### src/rtl/bus_arb_pkg.sv
// Shared types and constants for the bus grant arbiter.
package bus_arb_pkg;

    typedef enum logic {
        ARB_IDLE  = 1'b0,
        ARB_GRANT = 1'b1
    } arb_state_t;

    localparam logic MODE_FIXED = 1'b0;
    localparam logic MODE_RR    = 1'b1;

endpackage

### src/rtl/bus_prio_pick.sv
// Combinational highest-set-bit picker: returns index of the top set bit.
module bus_prio_pick #(
    parameter int N     = 32,
    parameter int IDX_W = $clog2(N)
) (
    input  logic [N-1:0]     i_vec,
    output logic [IDX_W-1:0] o_idx,
    output logic             o_found
);

    // Ascending scan so the last (highest) set bit overwrites earlier hits.
    always_comb begin
        o_idx   = '0;
        o_found = 1'b0;
        for (int i = 0; i < N; i++) begin
            if (i_vec[i]) begin
                o_idx   = IDX_W'(i);
                o_found = 1'b1;
            end
        end
    end

endmodule

### src/rtl/bus_grant_arbiter.sv
// Registered N-way bus arbiter: fixed-priority or round-robin, with max-hold timeout.
module bus_grant_arbiter
    import bus_arb_pkg::*;
#(
    parameter int N        = 32,
    parameter int IDX_W    = $clog2(N),
    parameter int MAX_HOLD = 16
) (
    input  logic             clock,
    input  logic             reset,
    input  logic             en,
    input  logic             mode,
    input  logic [N-1:0]     req,
    output logic [IDX_W-1:0] gnt_idx,
    output logic [N-1:0]     gnt_onehot,
    output logic             gnt_valid,
    output logic             timeout_pulse
);

    localparam int HC_W = (MAX_HOLD > 0) ? $clog2(MAX_HOLD + 1) : 1;
    localparam logic [HC_W-1:0] HC_MAX = '1;

    arb_state_t        r_state;
    arb_state_t        w_state_nxt;
    logic [IDX_W-1:0]  r_rr_ptr;
    logic [HC_W-1:0]   r_hold;
    logic [IDX_W-1:0]  r_idx;
    logic [N-1:0]      r_onehot;
    logic              r_valid;
    logic              r_pulse;

    logic [IDX_W-1:0]  w_shift;
    logic [N-1:0]      w_rot;
    logic [IDX_W-1:0]  w_pick_idx;
    logic              w_found;
    logic [IDX_W-1:0]  w_win;
    logic              w_req_cur;
    logic              w_timeout;
    logic              w_grant;
    logic              w_release;
    logic              w_to;

    // Rotating by rr_ptr puts req[rr_ptr-1] at the top bit, so the
    // highest-bit picker searches downward from rr_ptr-1 modulo N.
    assign w_shift = (mode == MODE_RR) ? r_rr_ptr : '0;
    assign w_rot   = N'({req, req} >> w_shift);

    bus_prio_pick #(
        .N     (N),
        .IDX_W (IDX_W)
    ) u_pick (
        .i_vec   (w_rot),
        .o_idx   (w_pick_idx),
        .o_found (w_found)
    );

    always_comb begin
        int v;
        v = int'(w_pick_idx) + int'(w_shift);
        if (v >= N) begin
            v = v - N;
        end
        w_win = IDX_W'(v);
    end

    assign w_req_cur = req[r_idx];
    assign w_timeout = (MAX_HOLD != 0) && (int'(r_hold) >= MAX_HOLD);

    always_comb begin
        w_state_nxt = r_state;
        w_grant     = 1'b0;
        w_release   = 1'b0;
        w_to        = 1'b0;
        unique case (r_state)
            ARB_IDLE: begin
                if (en && w_found) begin
                    w_state_nxt = ARB_GRANT;
                    w_grant     = 1'b1;
                end
            end
            ARB_GRANT: begin
                // A voluntary drop wins over a coincident timeout.
                if (!en || !w_req_cur) begin
                    w_state_nxt = ARB_IDLE;
                    w_release   = 1'b1;
                end else if (w_timeout) begin
                    w_state_nxt = ARB_IDLE;
                    w_release   = 1'b1;
                    w_to        = 1'b1;
                end
            end
            default: w_state_nxt = ARB_IDLE;
        endcase
    end

    always_ff @(posedge clock) begin
        if (reset) begin
            r_state  <= ARB_IDLE;
            r_rr_ptr <= '0;
            r_hold   <= '0;
            r_idx    <= '0;
            r_onehot <= '0;
            r_valid  <= 1'b0;
            r_pulse  <= 1'b0;
        end else begin
            r_state <= w_state_nxt;
            r_pulse <= w_to;
            if (w_grant) begin
                r_idx    <= w_win;
                r_onehot <= {{(N-1){1'b0}}, 1'b1} << w_win;
                r_valid  <= 1'b1;
                r_hold   <= HC_W'(1);
                if (mode == MODE_RR) begin
                    r_rr_ptr <= w_win;
                end
            end else if (w_release) begin
                r_idx    <= '0;
                r_onehot <= '0;
                r_valid  <= 1'b0;
                r_hold   <= '0;
            end else if (r_state == ARB_GRANT && r_hold != HC_MAX) begin
                r_hold <= r_hold + HC_W'(1);
            end
        end
    end

    assign gnt_idx       = r_idx;
    assign gnt_onehot    = r_onehot;
    assign gnt_valid     = r_valid;
    assign timeout_pulse = r_pulse;

endmodule

### config.mk
export PLATFORM = sky130hd
export DESIGN_NAME = bus_grant_arbiter
export DESIGN_NICKNAME = d
export VERILOG_FILES = /design/src/rtl/bus_arb_pkg.sv /design/src/rtl/bus_prio_pick.sv /design/src/rtl/bus_grant_arbiter.sv
export SDC_FILE = /design/constraint.sdc
export NUM_CORES = 1
export LEC_CHECK = 0
export ABC_AREA = 0
export BUFFER_PORTS_ARGS = -buffer_cell sky130_fd_sc_hd__buf_2
export CORE_ASPECT_RATIO = 0.5
export CORE_UTILIZATION = 59
export CTS_BUF_LIST = sky130_fd_sc_hd__clkbuf_16
export CTS_CLUSTER_DIAMETER = 100
export DETAILED_ROUTE_END_ITERATION = 7
export PLACE_DENSITY = 0.82
export SLEW_MARGIN = 20
export SYNTH_ARGS = -nofsm -noshare
export SYNTH_HDL_FRONTEND = slang
export SYNTH_SLANG_ARGS = --single-unit
export TNS_END_PERCENT = 1
### constraint.sdc
create_clock -name clock -period 6.8 [get_ports clock]
set_input_delay 0.34 -clock clock [delete_from_list [all_inputs] [get_ports clock]]
set_output_delay 0.34 -clock clock [all_outputs]
set_load 0.02 [all_outputs]
==> flow_summary.yaml <==
final_layout:
  drive_above_1_share: 0.226
  fin_nets: 703
  nFillCells: 727
  multi_input_area_mm2: 0.00398
  seq_area_mm2: 0.00100
  area_growth_pct: 8.80
  antennaDiodeCount: 0
  fin_util: 0.663
timing:
  clock_skew_ns: 0.00386
  setup_viol: 0
  worst_slew_pin_slew_ns: 1.17
  max_clock_freq_mhz: 162
  hold_viol_final: 0
  rsz0062_at_grt: "no"
  relSlewSlack: 0.219
  period_share: 0.907
  maxSlewViolCount: 0
  setup_tns_ns: 0
  period_minus_slack_ns: 6.17
power:
  p_comb_frac: 0.533
  clockPowerShare: 0.188
  power_frac_seq: 0.280
  fin_total_pwr_mw: 1.23
  p_per_area_mw_per_mm2: 213
  intPower_mw: 0.698
  sw_frac_of_total: 0.432
  peakVddDrop_mv: 0.219
  leakage_nw: 2.24
  switchingPower_mw: 0.530
worst_setup_path:
  cp_max_fo: 25
  cp.required_ns: 7.01
  reg2reg_from: "r_rr_ptr[0]"
  r2r_end: "gnt_onehot[21]"
  rr_worst_depth: 21
  startpoint_type: "flip-flop"
  startpoint: "r_rr_ptr[0]"
  critical_path_arrival_ns: 6.38
  crit_path_end_kind: "flip-flop"
  path_class: "flip-flop to flip-flop"
  rrSetupSlack_ns: 0.63
clock_network:
  ctsHoldBuffers: 0
  post-cts-setup-buffers: 0
  cts_made_buffers: 5
  cts_root_buf: "clkbuf_16"
  cts.sink_count: 50
  insertion_delay_ns: 0.28
  cts_resized: 0
  cts_tree: "done"
  cts_buffer_depth: 2
  h-tree-depth: 2
  clkSlewWorstSetupHoldPaths_ns: 0.06
grt:
  overflow: 0
  grt_pass1_vias: 4940
  grt_pass1_wl_mm: 26.8
  track_usage: 0.367
  grt_max_degree: 55
  antenna_found_initial: 0
yosys:
  yosysSeqAreaShare: 0.189
  synth_cell_types: 62
  ys_warn_count: 0
  netlist_area_mm2: 0.00531
  syn_avg_cell_area_um2: 8.60
  synth-seq-cells: 50
  synth_ff_type: "dfxtp_1"
  ys_async_sr_fraction: 0
  synth-edff-count: 0
  syn_nets: 661
  syn_inst: 617
worst_hold_path:
  min_path_type: "input pin to flip-flop"
  whs_path_depth: 3
  hp-start: "en"
  holdPathEnd: "timeout_pulse"
floorplan:
  num_io_pins: 75
  core_mm2: 0.00871
  rows: 24
  start_util: 0.609
  die_y_um: 69.1
  die_area_mm2: 0.00940
  die_x_um: 136
placement:
  dp.final_hpwl_mm: 12.6
  numPortBuffers: 74
  gp_congestion: 1.00
routing:
  viasPerCell: 7.09
  drc_errors: 0
  routed-via-count: 5505
  wl_per_cell_um: 22.1
  dr.first_iter.drc_count: 718
  drt_first_pass_iters: 5
  antenna_left: 0
  routed_wl_mm: 17.2
outcome:
  status: "complete, no violations"
flow_run:
  maxCapViolations: 0
-- critical path: stages, from the launching register on --
cell,delay [ns]
dfxtp_2,0.75
buf_4,0.36
nand2_1,0.13
o22a_1,0.19
o21ai_0,0.60
o22ai_1,0.23
a221oi_1,0.33
o21ai_0,0.14
a2111oi_0,0.47
o21bai_1,0.14
a31oi_1,0.18
o211ai_1,0.20
ha_1,0.38
a21oi_1,0.22
inv_1,0.07
a21oi_1,0.29
nor2b_1,0.08
nor2_1,0.12
xnor2_1,0.09
xnor2_1,0.59
nand4_1,0.31
o2bb2ai_1,0.22
-- power by group through the flow --
| stage | combinational (mW) | sequential (mW) | clock (mW) |
|---|---|---|---|
| final | 0.655 | 0.344 | 0.230 |
| after CTS | 0.630 | 0.343 | 0.234 |
| after global routing | 0.693 | 0.347 | 0.243 |
| after floorplan | 0.467 | 0.343 | 0 |
| after global placement | 0.621 | 0.348 | 0 |
| after detailed placement | 0.625 | 0.349 | 0 |
-- worst max path at each step --
| stage | to | slack [ns] |
|---|---|---|
| 2_1_floorplan | gnt_onehot[20] | 1.88 |
| 3_3_place_gp | gnt_onehot[22] | 0.85 |
| 3_5_place_dp | gnt_onehot[29] | 0.74 |
| 4_1_cts | gnt_onehot[29] | 0.80 |
| 5_1_grt | gnt_onehot[23] | 0.16 |
| 6_report | gnt_onehot[21] | 0.63 |
-- synth_stat cells, types with 3 or more instances --
library cell | n | area share
nand4b_1 | 5 | 0.0083
and2_1 | 6 | 0.0071
or2_2 | 6 | 0.0071
and4_1 | 15 | 0.025
nand2b_1 | 3 | 0.0035
nand3_1 | 9 | 0.0085
a22o_1 | 7 | 0.012
mux2i_1 | 42 | 0.079
nor2_1 | 72 | 0.051
o211ai_1 | 14 | 0.020
o22a_1 | 13 | 0.021
a211oi_1 | 3 | 0.0042
dfxtp_1 | 50 | 0.19
nor3_1 | 8 | 0.0075
nand2_1 | 54 | 0.038
buf_2 | 26 | 0.025
inv_1 | 11 | 0.0078
and3b_1 | 19 | 0.031
o21ai_0 | 23 | 0.022
nor2b_1 | 3 | 0.0035
a21o_1 | 5 | 0.0071
nand3b_1 | 4 | 0.0057
a22oi_1 | 17 | 0.024
o2bb2ai_1 | 34 | 0.056
buf_4 | 3 | 0.0042
clkbuf_1 | 11 | 0.0078
buf_6 | 7 | 0.015
nand4_1 | 17 | 0.020
mux4_2 | 37 | 0.16
xnor2_1 | 7 | 0.012
buf_1 | 3 | 0.0021
a21oi_1 | 35 | 0.033
ha_1 | 8 | 0.019
-- per-layer routing --
layer  up-vias  GRT usage  part of all wire  routed length (um)
met5         -          0                 0                   0
met4         0      0.115             0.029                 497
met3        60      0.109              0.15                2500
met2       393      0.530              0.42                7230
met1      2573      0.521              0.40                6960
li1       2479          -                 -                   -
-- final cells by class --
cell class                      count  area share
Tap cell                          117      0.0254
Multi-Input combinational cell    505       0.689
Sequential cell                    50       0.174
Timing Repair Buffer               85      0.0806
Inverter                           12     0.00780
Clock inverter                      2     0.00173
Clock buffer                        5      0.0217
-- flip-flops by register name, indices dropped and copies added (netlist names) --
register       count
timeout_pulse      1
gnt_idx            5
gnt_valid          1
r_rr_ptr           5
gnt_onehot        32
r_hold             5
r_state            1
-- cells by family after synthesis --
| group | count (synthesis) | synth area share |
|---|---|---|
| buf+inv | 62 | 0.0620 |
| simple gates | 234 | 0.241 |
| fa+ha+maj | 8 | 0.0189 |
| compound gates | 174 | 0.236 |
| xor+xnor | 9 | 0.0149 |
| mux | 80 | 0.238 |
| flops | 50 | 0.189 |
-- layout by cell type, fill, tap and decap left out, drive strengths merged, types with 8 or more instances in the layout --
master / count
nor3: 9
nor2: 73
inv: 11
o21ai: 24
a21oi: 35
o2bb2ai: 34
dfxtp: 50
buf: 85
mux4: 37
and4: 15
ha: 8
nand4: 18
and3b: 19
mux2i: 42
o211ai: 14
nand3: 9
o22a: 13
a22oi: 17
nand2: 54
-- through the flow --
stage | setup slack (ns) | area (um2) | hold slack (ns) | cells
6_report | 0.629 | 5770 | 0.349 | 776
4_1_cts | 0.796 | 5770 | 0.345 | 776
2_1_floorplan | 1.88 | 5310 | 0.444 | 617
5_1_grt | 0.156 | 5770 | 0.358 | 776
3_3_place_gp | 0.851 | 5640 | 0.440 | 769
3_5_place_dp | 0.743 | 5640 | 0.442 | 769
Note: power is estimated with default switching activity, not from simulation.
